--- config.mk ---
export PLATFORM = sky130hd
export DESIGN_NAME = scan_chain_responder
export DESIGN_NICKNAME = d
export VERILOG_FILES = /design/src/rtl/scan_pkg.sv /design/src/rtl/scan_frame_counter.sv /design/src/rtl/scan_chain_responder.sv
export SDC_FILE = /design/constraint.sdc
export NUM_CORES = 1
export LEC_CHECK = 0
export CAP_MARGIN = 20
export CORE_MARGIN = 4
export CORE_UTILIZATION = 44
export DETAILED_ROUTE_END_ITERATION = 7
export HOLD_SLACK_MARGIN = 0.15
export PLACE_DENSITY_LB_ADDON = 0.15
export SETUP_SLACK_MARGIN = 0.4
export SYNTH_ARGS = -nofsm -noshare
export SYNTH_HDL_FRONTEND = slang
export SYNTH_SLANG_ARGS = --single-unit
--- constraint.sdc ---
create_clock -name aclk -period 2 [get_ports aclk]
set_input_delay 0.4 -clock aclk [delete_from_list [all_inputs] [get_ports aclk]]
set_output_delay 0.4 -clock aclk [all_outputs]
set_load 0.05 [all_outputs]
--- src/rtl/scan_pkg.sv ---
// Shared scan-port definitions: frame FSM states, counter sizing, scanner-facing widths.
package scan_pkg;

  localparam int unsigned SCAN_CHAIN_LEN_DEFAULT = 64;
  localparam int unsigned SCAN_WORD_W            = 32;

  typedef enum logic [1:0] {
    IDLE  = 2'd0,
    SHIFT = 2'd1,
    END   = 2'd2
  } frame_state_e;

  // Counter must represent 0..CHAIN_LEN plus at least one overrun value.
  function automatic int unsigned shift_cnt_width(input int unsigned chain_len);
    return $clog2(chain_len + 2);
  endfunction

endpackage

--- src/rtl/scan_frame_counter.sv ---
// Frame tracker for the scan port: FSM, saturating shift counter, frame result pulses.
// Optional running parity of shifted-in bits when SCAN_PARITY_EN is defined.
module scan_frame_counter
  import scan_pkg::*;
#(
  parameter int unsigned CHAIN_LEN = SCAN_CHAIN_LEN_DEFAULT
) (
  input  logic aclk,
  input  logic aresetn,
  input  logic scan_enable,
  input  logic scan_ck_enable,
  input  logic scan_input,
  output logic frame_done,
  output logic frame_err,
  output logic frame_parity
);

  localparam int unsigned      CNT_W    = shift_cnt_width(CHAIN_LEN);
  localparam logic [CNT_W-1:0] CNT_FULL = CNT_W'(CHAIN_LEN);

  frame_state_e     state_q, state_d;
  logic [CNT_W-1:0] cnt_q, cnt_d;
  logic             done_d, err_d;
  logic             shift_strobe;

  assign shift_strobe = scan_enable & scan_ck_enable;

  // Next state, counter update and END-state frame result.
  always_comb begin
    state_d = state_q;
    cnt_d   = cnt_q;
    done_d  = 1'b0;
    err_d   = 1'b0;
    if (shift_strobe && (cnt_q != '1)) begin
      cnt_d = cnt_q + CNT_W'(1);
    end
    unique case (state_q)
      IDLE: begin
        if (scan_enable) begin
          state_d = SHIFT;
          cnt_d   = shift_strobe ? CNT_W'(1) : '0;
        end
      end
      SHIFT: begin
        if (!scan_enable) begin
          state_d = END;
        end
      end
      END: begin
        state_d = IDLE;
        done_d  = (cnt_q == CNT_FULL);
        err_d   = (cnt_q != '0) && (cnt_q != CNT_FULL);
      end
      default: state_d = IDLE;
    endcase
  end

  // State, counter and result pulse registers.
  always_ff @(posedge aclk or negedge aresetn) begin
    if (!aresetn) begin
      state_q    <= IDLE;
      cnt_q      <= '0;
      frame_done <= 1'b0;
      frame_err  <= 1'b0;
    end else begin
      state_q    <= state_d;
      cnt_q      <= cnt_d;
      frame_done <= done_d;
      frame_err  <= err_d;
    end
  end

`ifdef SCAN_PARITY_EN
  logic par_q, par_d, frame_parity_d;

  // Running parity restarts on frame entry; published only on a good frame.
  always_comb begin
    par_d          = par_q;
    frame_parity_d = frame_parity;
    if ((state_q == IDLE) && scan_enable) begin
      par_d = shift_strobe & scan_input;
    end else if (shift_strobe) begin
      par_d = par_q ^ scan_input;
    end
    if (done_d) begin
      frame_parity_d = par_q;
    end
  end

  // Parity registers.
  always_ff @(posedge aclk or negedge aresetn) begin
    if (!aresetn) begin
      par_q        <= 1'b0;
      frame_parity <= 1'b0;
    end else begin
      par_q        <= par_d;
      frame_parity <= frame_parity_d;
    end
  end
`else
  logic unused_scan_input;
  assign unused_scan_input = scan_input;
  assign frame_parity      = 1'b0;
`endif

endmodule

--- src/rtl/scan_chain_responder.sv ---
// Target-side scan chain endpoint: shift/capture/hold chain plus frame tracking.
// Build option: SCAN_PARITY_EN enables frame_parity reporting.
module scan_chain_responder
  import scan_pkg::*;
#(
  parameter int unsigned           CHAIN_LEN = SCAN_CHAIN_LEN_DEFAULT,
  parameter logic [CHAIN_LEN-1:0]  RESET_VAL = '0
) (
  input  logic                 aclk,
  input  logic                 aresetn,
  input  logic                 scan_enable,
  input  logic                 scan_ck_enable,
  input  logic                 scan_input,
  output logic                 scan_output,
  input  logic [CHAIN_LEN-1:0] func_d,
  output logic [CHAIN_LEN-1:0] func_q,
  output logic                 frame_done,
  output logic                 frame_err,
  output logic                 frame_parity
);

  logic [CHAIN_LEN-1:0] chain_q;

  // Chain register: shift in scan mode, capture functional state otherwise, gated by strobe.
  always_ff @(posedge aclk or negedge aresetn) begin
    if (!aresetn) begin
      chain_q <= RESET_VAL;
    end else if (scan_ck_enable) begin
      if (scan_enable) begin
        chain_q <= {chain_q[CHAIN_LEN-2:0], scan_input};
      end else begin
        chain_q <= func_d;
      end
    end
  end

  assign scan_output = chain_q[CHAIN_LEN-1];
  assign func_q      = chain_q;

  scan_frame_counter #(
    .CHAIN_LEN (CHAIN_LEN)
  ) u_frame_counter (
    .aclk           (aclk),
    .aresetn        (aresetn),
    .scan_enable    (scan_enable),
    .scan_ck_enable (scan_ck_enable),
    .scan_input     (scan_input),
    .frame_done     (frame_done),
    .frame_err      (frame_err),
    .frame_parity   (frame_parity)
  );

endmodule

# Yosys cells after proc, flatten, opt, wreduce, memory -nomap -nowiden

Cells that the tools add are included.
W data, S select, Z words.

Flip-flop bits (word level): 75
Input port bits: 69
Output and inout port bits: 68
Logic and storage cells: 29

Add/subtract/negate cells: 1
Eq/ne operators: 7
Multiplexer cells: 10
Bitwise logic cells: 1
Reductions and logical operators: 5

Operator list:

| cell                  | count |
|---|---|
| $mux W64              | 1 |
| $mux W7               | 3 |
| $ne A7 B7 Y1 const B  | 2 |
| $add A7 B1 Y7 const B | 1 |
| $eq A7 B7 Y1 const B  | 1 |
| $reduce_bool A7 Y1    | 1 |
| $mux W2               | 2 |
| $ne A2 B2 Y1 const B  | 2 |
| $pmux W2 S2           | 1 |
| $mux W1               | 3 |
| $eq A2 B1 Y1 const B  | 1 |
| $eq A2 B2 Y1 const B  | 1 |
| $logic_and A1 B1 Y1   | 2 |
| $logic_not A2 Y1      | 1 |
| $reduce_and A2 Y1     | 1 |
| $and A1 B1 Y1         | 1 |

# Logic depth before layout (Yosys ltp)

Gate-level depths: netlist (run 1).

Depth after elaboration: 5
Depth in mapped cells: 5
Mapped depth without buffers: 5

# Cells and area by module

Synthesis (run 1) repeated with hierarchy kept, for this count alone.

Cells, all modules: 341
Area, all modules: 3603.5 µm²

By module, submodules not included:

| module               | times used | cells each | area each (µm²) | seq. area each (µm²) |
|---|---|---|---|---|
| scan_chain_responder | 1          | 278        | 2974.1          | 1601.5 |
| scan_frame_counter   | 1          | 63         | 629.4           | 275.3 |

# Least setup slack after synthesis (run 1)

No wires, ideal clock.

Kind: reg-to-reg
Start point: register (tool-made name)
End point: register (tool-made name)
Library setup time: 0.126 ns
Arrival: 1.367 ns
Required time: 1.874 ns
Slack: 0.507 ns
Cell stages (with the launch flop): 6
Path buffers: 0
Clock period less this slack: 1.493 ns
Path through: dfrtp_1 -> ha_1 -> and3_4 -> a21oi_2 -> nand3_1 -> a311o_1

# Worst setup path in the final report (run 1)

Start point: register u_frame_counter.frame_err
End point: output port frame_err

RTL lines:

| what                   | RTL line                   | text |
|---|---|---|
| start, declared        | scan_frame_counter.sv:14   | `output logic frame_err,` |
| start signal, assigned | scan_frame_counter.sv:69   | `frame_err <= err_d;` |
| end, declared          | scan_chain_responder.sv:18 | `output logic frame_err,` |

No word-level cell between the ends.

==> reports/results.md, run 1 <==
| Item | Value | Unit |
|---|---|---|
| Result of the run | finished clean | - |
| First-pass iteration count of the detailed router | 7 | - |
| Num CTS Buffers | 9 | - |
| Cells after DPL | 563 | - |
| Clock tree from TritonCTS | yes | - |
| Most frequent cells in the layout | dfrtp_1 (74), nor2_1 (67), a21oi_1 (65), clkdlybuf4s50_1 (65), mux2i_1 (64) | - |
| Transition time of the tightest slew-check pin | 626.4 | ps |
| Routed wire length | 9109 | microns |
| WL per Instance | 15.68 | microns |
| Worst-case clock buffer depth | 2 | - |
| Kind of cell adding the most delay to the critical path | buffers and inverters | - |
| Final Critical Period | 1567 | ps |
| Yosys top cell by area | dfrtp_1 | - |
| Max FO, Critical Path | 1 | - |
| Grt total ovfl | 0 | - |
| Worst hold stages | 1 | - |
| Final-report setup violation count | 0 | - |
| Clock Sinks | 75 | - |
| Worst path cell trace | clkdlybuf4s15_1 | - |
| Largest vdd supply drop | 0.0004362 | V |
| Final weighted congestion in routability-driven placement | 0.7797 | - |
| Crit. End Element | output port | - |
| Part of the Yosys area used for sequential elements | 52.19 | % |
| Later-pin clock latency in the skew report | 340 | ps |
| Global-route usage over all layers | 19.18 | % |
| Crit start category | flip-flop | - |
| Mean cell area of the mapped netlist | 10.48 | sq um |
| Die outline width | 98.40 | microns |
| CP Depth | 1 | - |
| Starting density of the core | 45.82 | % |
| Maximum number of pins on one net before global-route repair | 76 | - |
| Number of global-route vias before repair | 3,022 | - |
| Share of final-layout standard cells stronger than drive strength 1 | 22.34 | % |
| Setup repair after global routing missed its margin | false | - |
| Post-synthesis net count | 414 | - |
| Post-route setup slack | 433.0 | ps |
| Post-placement worst setup slack | 375.7 | ps |
| Top area cells in the synthesized netlist | dfrtp_1 (52%), mux2i_1 (18%), a21oi_1 (9.0%), nor2_1 (7.0%), buf_6 (2.2%) | - |
| Standard-cell rows | 32 | - |
| Netlist area before placement | 3596 | sq um |
| Synthesis-stage register bit count | 75 | - |
| Global-route wire length before repair | 15,100 | microns |
| Cell with the largest stage delay on the worst path | clkdlybuf4s15_1 | - |
| Critical path data required time | 1600 | ps |
| Number of DRC markers after the initial detailed-route iteration | 72 | - |
| Total chip power | 4.557 | mW |
| Via count | 2,972 | - |
| Max Fclk | 638.2 | MHz |
| Share of the synthesized area in the top cell type | 52.19 | % |
| Worst path bufs/invs | 1 | - |
| Origin of the worst min-delay path | u_frame_counter.state_q[0]$_DFFE_PN0P_ | - |
| Number of antenna repair diodes | 0 | - |
| Max-cap violation count | 0 | - |
| Post-detailed-route via-to-cell ratio | 5.115 | - |
| Pwr per Cell Area | 861.7 | nW/um^2 |
| Capture endpoint of the worst hold path | u_frame_counter.frame_err$_DFF_PN0_ | - |
| Final nets | 545 | - |
| Post-DP HPWL | 6451 | microns |
| Max-slew headroom at the worst pin | 58.24 | % |
| Slack of the worst reg-to-reg path | 460 | ps |
| Count of warnings emitted by yosys | 0 | - |
| Fin. max-slew vios | 0 | - |
| Clock tree root buffer cell | clkbuf_8 | - |
| Leading cell type in the layout, fill and taps excluded | dfrtp_1 | - |
| Number of standard cells in the final layout excluding fillers | 581 | - |
| Number of cell instances on the worst register-to-register path | 5 | - |
| Filler Cell Count | 651 | - |
| Vertical extent of the die | 98.40 | microns |
| Synth-to-Final Area Change | 47.04 | % |
| Type of the most critical hold path | flip-flop to flip-flop | - |
| DR DRC count | 0 | - |
| Antenna Violating Nets Remaining | 0 | - |
| Boundary Pins | 137 | - |
| WS Path Type | flip-flop to output port | - |
| Core region area | 7848 | sq um |
| Data arrival time of the worst path | 1170 | ps |
| Count of final hold-check violations | 0 | - |
| Part of the cycle the worst path needs | 78.35 | % |
| Leakage | 2.336 | nW |
| Number of antenna violations at the first check in global routing | 0 | - |
| Synthesized netlist cell count | 343 | - |
| Unique cell type count in the Yosys netlist | 41 | - |
| Total of buffers placed on input and output ports | 135 | - |
| Final worst clock skew | 17.40 | ps |
| Register clock-pin slew on the reported worst setup and hold paths | 80 | ps |
| Total negative slack | 0 | ps |
| Overall die area | 9683 | sq um |
| Count of H-tree levels built during CTS | 3 | - |
| Slowest stage delay, CP | 490 | ps |
[power breakdown]
group	leakage (nW)	switching, mW	internal (mW)
registers	0.845	0.152	1.70
clock network	0.0999	0.572	0.616
logic	1.39	0.976	0.543
[synthesized netlist by cell type, drive strengths merged]
master / n
and2: 1
o22ai: 1
buf: 13
or2: 2
nand2: 6
nor3: 2
o21a: 1
a31oi: 1
and2b: 1
inv: 2
nor4: 2
nand4: 2
a21boi: 1
a311o: 1
conb: 1
nor3b: 2
clkbuf: 13
o31ai: 1
dfrtp: 75
a31o: 1
and4b: 1
nand3: 5
nor2: 67
mux2i: 64
nor2b: 1
o21ai: 3
a21o: 1
a22o: 1
o211ai: 1
and3: 2
a21oi: 66
ha: 2
[routing by layer]
metal	routed length [microns]	vias to the layer above	track usage, %
li1	-	1470	-
met1	3862	1405	23.63
met5	0	-	0
met3	657	13	6.714
met4	135	0	6.513
met2	4454	84	31.41
[layout make-up]
type	count	area (sq um)	share of cell area, %
Sequential cell	75	1878	35.52
Multi-Input combinational cell	240	1550	29.32
Timing Repair Buffer	146	1523	28.80
Clock buffer	11	141.4	2.674
Tap cell	102	127.6	2.414
Clock inverter	5	60.06	1.136
Inverter	2	7.507	0.1420
[metrics by stage]
| stage | instance area, sq um | hold slack, ps | util, % |
|---|---|---|---|
| after floorplan | 3596 | 104.4 | - |
| after global placement | 4990 | 454.7 | 63.58 |
| after detailed placement | 4990 | 451.6 | 63.58 |
| after CTS | 5281 | 500.4 | 67.30 |
| after global routing | 5288 | 530.7 | 67.38 |
| final | 5288 | 509.1 | 67.38 |
[flip-flops by register name (all words and copies together) (netlist names), named ones only]
| name | cells |
|---|---|
| func_q | 64 |
| u_frame_counter.frame_done | 1 |
| u_frame_counter.frame_err | 1 |
| u_frame_counter.state_q | 2 |
[cell families after synthesis]
group	synth area share, %
buf+inv	5.150
flops	52.19
mux	17.81
other cells	0.1043
compound gates	11.97
simple gates	12.07
fa+ha+maj	0.6958
[worst max path at each step]
| stage | end | startpoint |
|---|---|---|
| 6_report | frame_err | u_frame_counter.frame_err$_DFF_PN0_ |
| 5_1_grt | flip-flop | flip-flop |
| 4_1_cts | func_q[40] | func_q[40]$_DFFE_PN0P_ |
| 3_5_place_dp | flip-flop | flip-flop |
| 3_3_place_gp | func_q[41] | func_q[41]$_DFFE_PN0P_ |
| 2_1_floorplan | flip-flop | flip-flop |
[what timing repair did]
| item | CTS | global route |
|---|---|---|
| hold endpoints to repair | 75 | 0 |
| gates cloned | 0 | 0 |
| endpoints found under the setup margin | 62 | 4 |
| buffers inserted | 1 | 0 |
| hold buffers | 1 | 0 |
| resized for setup | 176 | 7 |
Power figures use the tool's default switching activity.
==> run 2: changes to the inputs <==
--- a/config.mk
+++ b/config.mk
@@ -7,7 +7,7 @@
 export LEC_CHECK = 0
 export CAP_MARGIN = 20
 export CORE_MARGIN = 4
-export CORE_UTILIZATION = 44
+export CORE_UTILIZATION = 40
 export DETAILED_ROUTE_END_ITERATION = 7
 export HOLD_SLACK_MARGIN = 0.15
 export PLACE_DENSITY_LB_ADDON = 0.15
==> constraint.sdc (replaced) <==
create_clock -name aclk -period 1.3 [get_ports aclk]
set_input_delay 0.26 -clock aclk [delete_from_list [all_inputs] [get_ports aclk]]
set_output_delay 0.26 -clock aclk [all_outputs]
set_load 0.05 [all_outputs]
==> reports/results.md, run 2 (synthesized netlist as in run 1, its figures left out) <==
| Item | Value | Unit | Change |
|---|---|---|---|
| Result of the run | complete, but fails checks | - | was finished clean |
| Failing checks | negative setup slack | - |  |
| Global-route wire length before repair | 17,080 | microns | was 15,100 microns |
| Data arrival time of the worst path | 1690 | ps | was 1170 ps |
| Final Critical Period | 1448 | ps |  |
| Overall die area | 10,570 | sq um | was 9683 sq um |
| Post-route setup slack | -148.5 | ps | was 433.0 ps |
| Maximum number of pins on one net before global-route repair | 61 | - | was 76 |
| Total of buffers placed on input and output ports | 135 | - | unchanged |
| Starting density of the core | 41.23 | % | was 45.82% |
| Num CTS Buffers | 9 | - | unchanged |
| Most frequent cells in the layout | buf_6 (86), buf_12 (72), dfrtp_2 (65), clkdlybuf4s50_1 (65), mux2i_1 (59) | - | was dfrtp_1 (74), nor2_1 (67), a21oi_1 (65), clkdlybuf4s50_1 (65), mux2i_1 (64) |
| Largest vdd supply drop | 0.0008250 | V | was 0.0004362 V |
| Final-report setup violation count | 6 | - | was 0 |
| Largest register FFs | 64 | - | unchanged |
| Final weighted congestion in routability-driven placement | 0.8381 | - | was 0.7797 |
| Via count | 3,580 | - | was 2,972 |
| Vertical extent of the die | 102.8 | microns | was 98.40 microns |
| WL per Instance | 19.12 | microns | was 15.68 microns |
| Setup repair after global routing missed its margin | true | - | was false |
| Worst path bufs/invs | 0 | - | was 1 |
| Pwr per Cell Area | 1260 | nW/um^2 | was 861.7 nW/um^2 |
| Routed wire length | 13,100 | microns | was 9109 microns |
| Post-DP HPWL | 7095 | microns | was 6451 microns |
| Slowest stage delay, CP | 420 | ps | was 490 ps |
| Final nets | 642 | - | was 545 |
| Crit start category | flip-flop | - | unchanged |
| Max FO, Critical Path | 3 | - | was 1 |
| First-pass iteration count of the detailed router | 4 | - | was 7 |
| Boundary Pins | 137 | - | unchanged |
| Antenna Violating Nets Remaining | 0 | - | unchanged |
| Synth-to-Final Area Change | 102.0 | % | was 47.04% |
| Slack of the worst reg-to-reg path | -150 | ps | was 460 ps |
| Later-pin clock latency in the skew report | 350 | ps | was 340 ps |
| DR DRC count | 0 | - | unchanged |
| Clock tree root buffer cell | clkbuf_8 | - | unchanged |
| Critical path data required time | 1540 | ps | was 1600 ps |
| Post-detailed-route via-to-cell ratio | 5.226 | - | was 5.115 |
| Part of the cycle the worst path needs | 111.4 | % |  |
| Standard-cell rows | 34 | - | was 32 |
| Number of DRC markers after the initial detailed-route iteration | 144 | - | was 72 |
| Count of final hold-check violations | 0 | - | unchanged |
| Kind of cell adding the most delay to the critical path | compound AO/OA/AOI/OAI gates | - | was buffers and inverters |
| WS Path Type | flip-flop to flip-flop | - | was flip-flop to output port |
| Clock tree from TritonCTS | yes | - | unchanged |
| Share of the core filled with cells | 83.29 | % | was 67.38% |
| Grt total ovfl | 0 | - | unchanged |
| Total chip power | 9.155 | mW | was 4.557 mW |
| Type of the most critical hold path | input pin to flip-flop | - | was flip-flop to flip-flop |
| Share of final-layout standard cells stronger than drive strength 1 | 52.78 | % | was 22.34% |
| Final worst clock skew | 9.922 | ps | was 17.40 ps |
| Crit. End Element | flip-flop | - | was output port |
| Filler Cell Count | 434 | - | was 651 |
| Leakage | 3.202 | nW | was 2.336 nW |
| Global-route usage over all layers | 20.62 | % | was 19.18% |
| Fin. max-slew vios | 0 | - | unchanged |
| Register clock-pin slew on the reported worst setup and hold paths | 80 | ps | about the same |
| Clock Sinks | 75 | - | unchanged |
| Max Fclk | 690.4 | MHz |  |
| Number of global-route vias before repair | 3,506 | - | was 3,022 |
| Count of H-tree levels built during CTS | 3 | - | unchanged |
| Cell with the largest stage delay on the worst path | dfrtp_1 | - | was clkdlybuf4s15_1 |
| Core region area | 8721 | sq um | was 7848 sq um |
| Die outline width | 102.8 | microns | was 98.40 microns |
| Leading cell type in the layout, fill and taps excluded | buf_6 | - | was dfrtp_1 |
| Number of antenna violations at the first check in global routing | 0 | - | unchanged |
| Worst-case clock buffer depth | 2 | - | unchanged |
| Max-cap violation count | 0 | - | unchanged |
| Worst path cell trace | ha_4 -> and3_4 -> a21boi_2 -> nand3_1 -> a31o_2 | - | was clkdlybuf4s15_1 |
==> run 2: where the power goes <==
| group | switching, mW | internal, mW |
|---|---|---|
| logic | 1.84 | 2.17 |
| registers | 0.384 | 2.66 |
| clock network | 0.911 | 1.19 |
==> run 2: layer usage <==
layer | global-route usage (%) | wire (microns)
met3 | 5.007 | 1002
met5 | 0 | 0
met2 | 34.86 | 6994
met1 | 26.34 | 4854
met4 | 6.175 | 247
==> run 2: area by class of cell <==
cell class                      count  area (sq um)  area share [%]
Antenna cell                        1         2.502         0.03445
Clock buffer                       12         155.1           2.136
Clock inverter                      4         72.57          0.9991
Inverter                            2         7.507          0.1034
Multi-Input combinational cell    240          1702           23.43
Sequential cell                    75          1958           26.96
Tap cell                          108         135.1           1.860
Timing Repair Buffer              243          3231           44.48
==> run 2: worst paths after layout <==
path | startpoint | end | depth (start not counted)
min in group asynchronous | aresetn | func_q[52]$_DFFE_PN0P_ | 2
worst min register to register | u_frame_counter.state_q[0]$_DFFE_PN0P_ | u_frame_counter.frame_err$_DFF_PN0_ | 2
worst min-delay path | scan_enable | u_frame_counter.state_q[1]$_DFFE_PN0P_ | 2
worst max register to register | flip-flop | flip-flop | 5
max in group asynchronous | aresetn | func_q[34]$_DFFE_PN0P_ | 3
worst max-delay path | flip-flop | flip-flop | 5
==> run 2: worst reg2reg max path, delay by kind of cell (launching register included) <==
family	cells	cell delay (ps)
DFF	1	420
and+or+nand+nor	2	320
AOI/OAI and AO/OA	2	420
adders and majority gates	1	190
==> run 2: stage by stage <==
step / instance area, sq um / TNS (ps) / hold WS (ps) / setup slack [ps] / std cells
2_1_floorplan: 3785 / -148.9 / -35.59 / -77.74 / 343
3_5_place_dp: 5862 / -383.0 / 180.9 / -107.7 / 579
5_1_grt: 7261 / -982.3 / 300.6 / -219.1 / 684
6_report: 7263 / -511.3 / 287.1 / -148.5 / 685
3_3_place_gp: 5862 / -120.8 / 176.5 / -61.44 / 579
4_1_cts: 6669 / -333.2 / 248.8 / -101.6 / 653
==> run 2: timing repair <==
item | in CTS | in global routing
setup buffers | 57 | 30
pin swaps | 47 | 49
gates cloned | 0 | 1
endpoints found under the setup margin | 76 | 162
hold endpoints to repair | 75 | 0
hold buffers | 1 | 0
gates resized for setup | 36 | 93
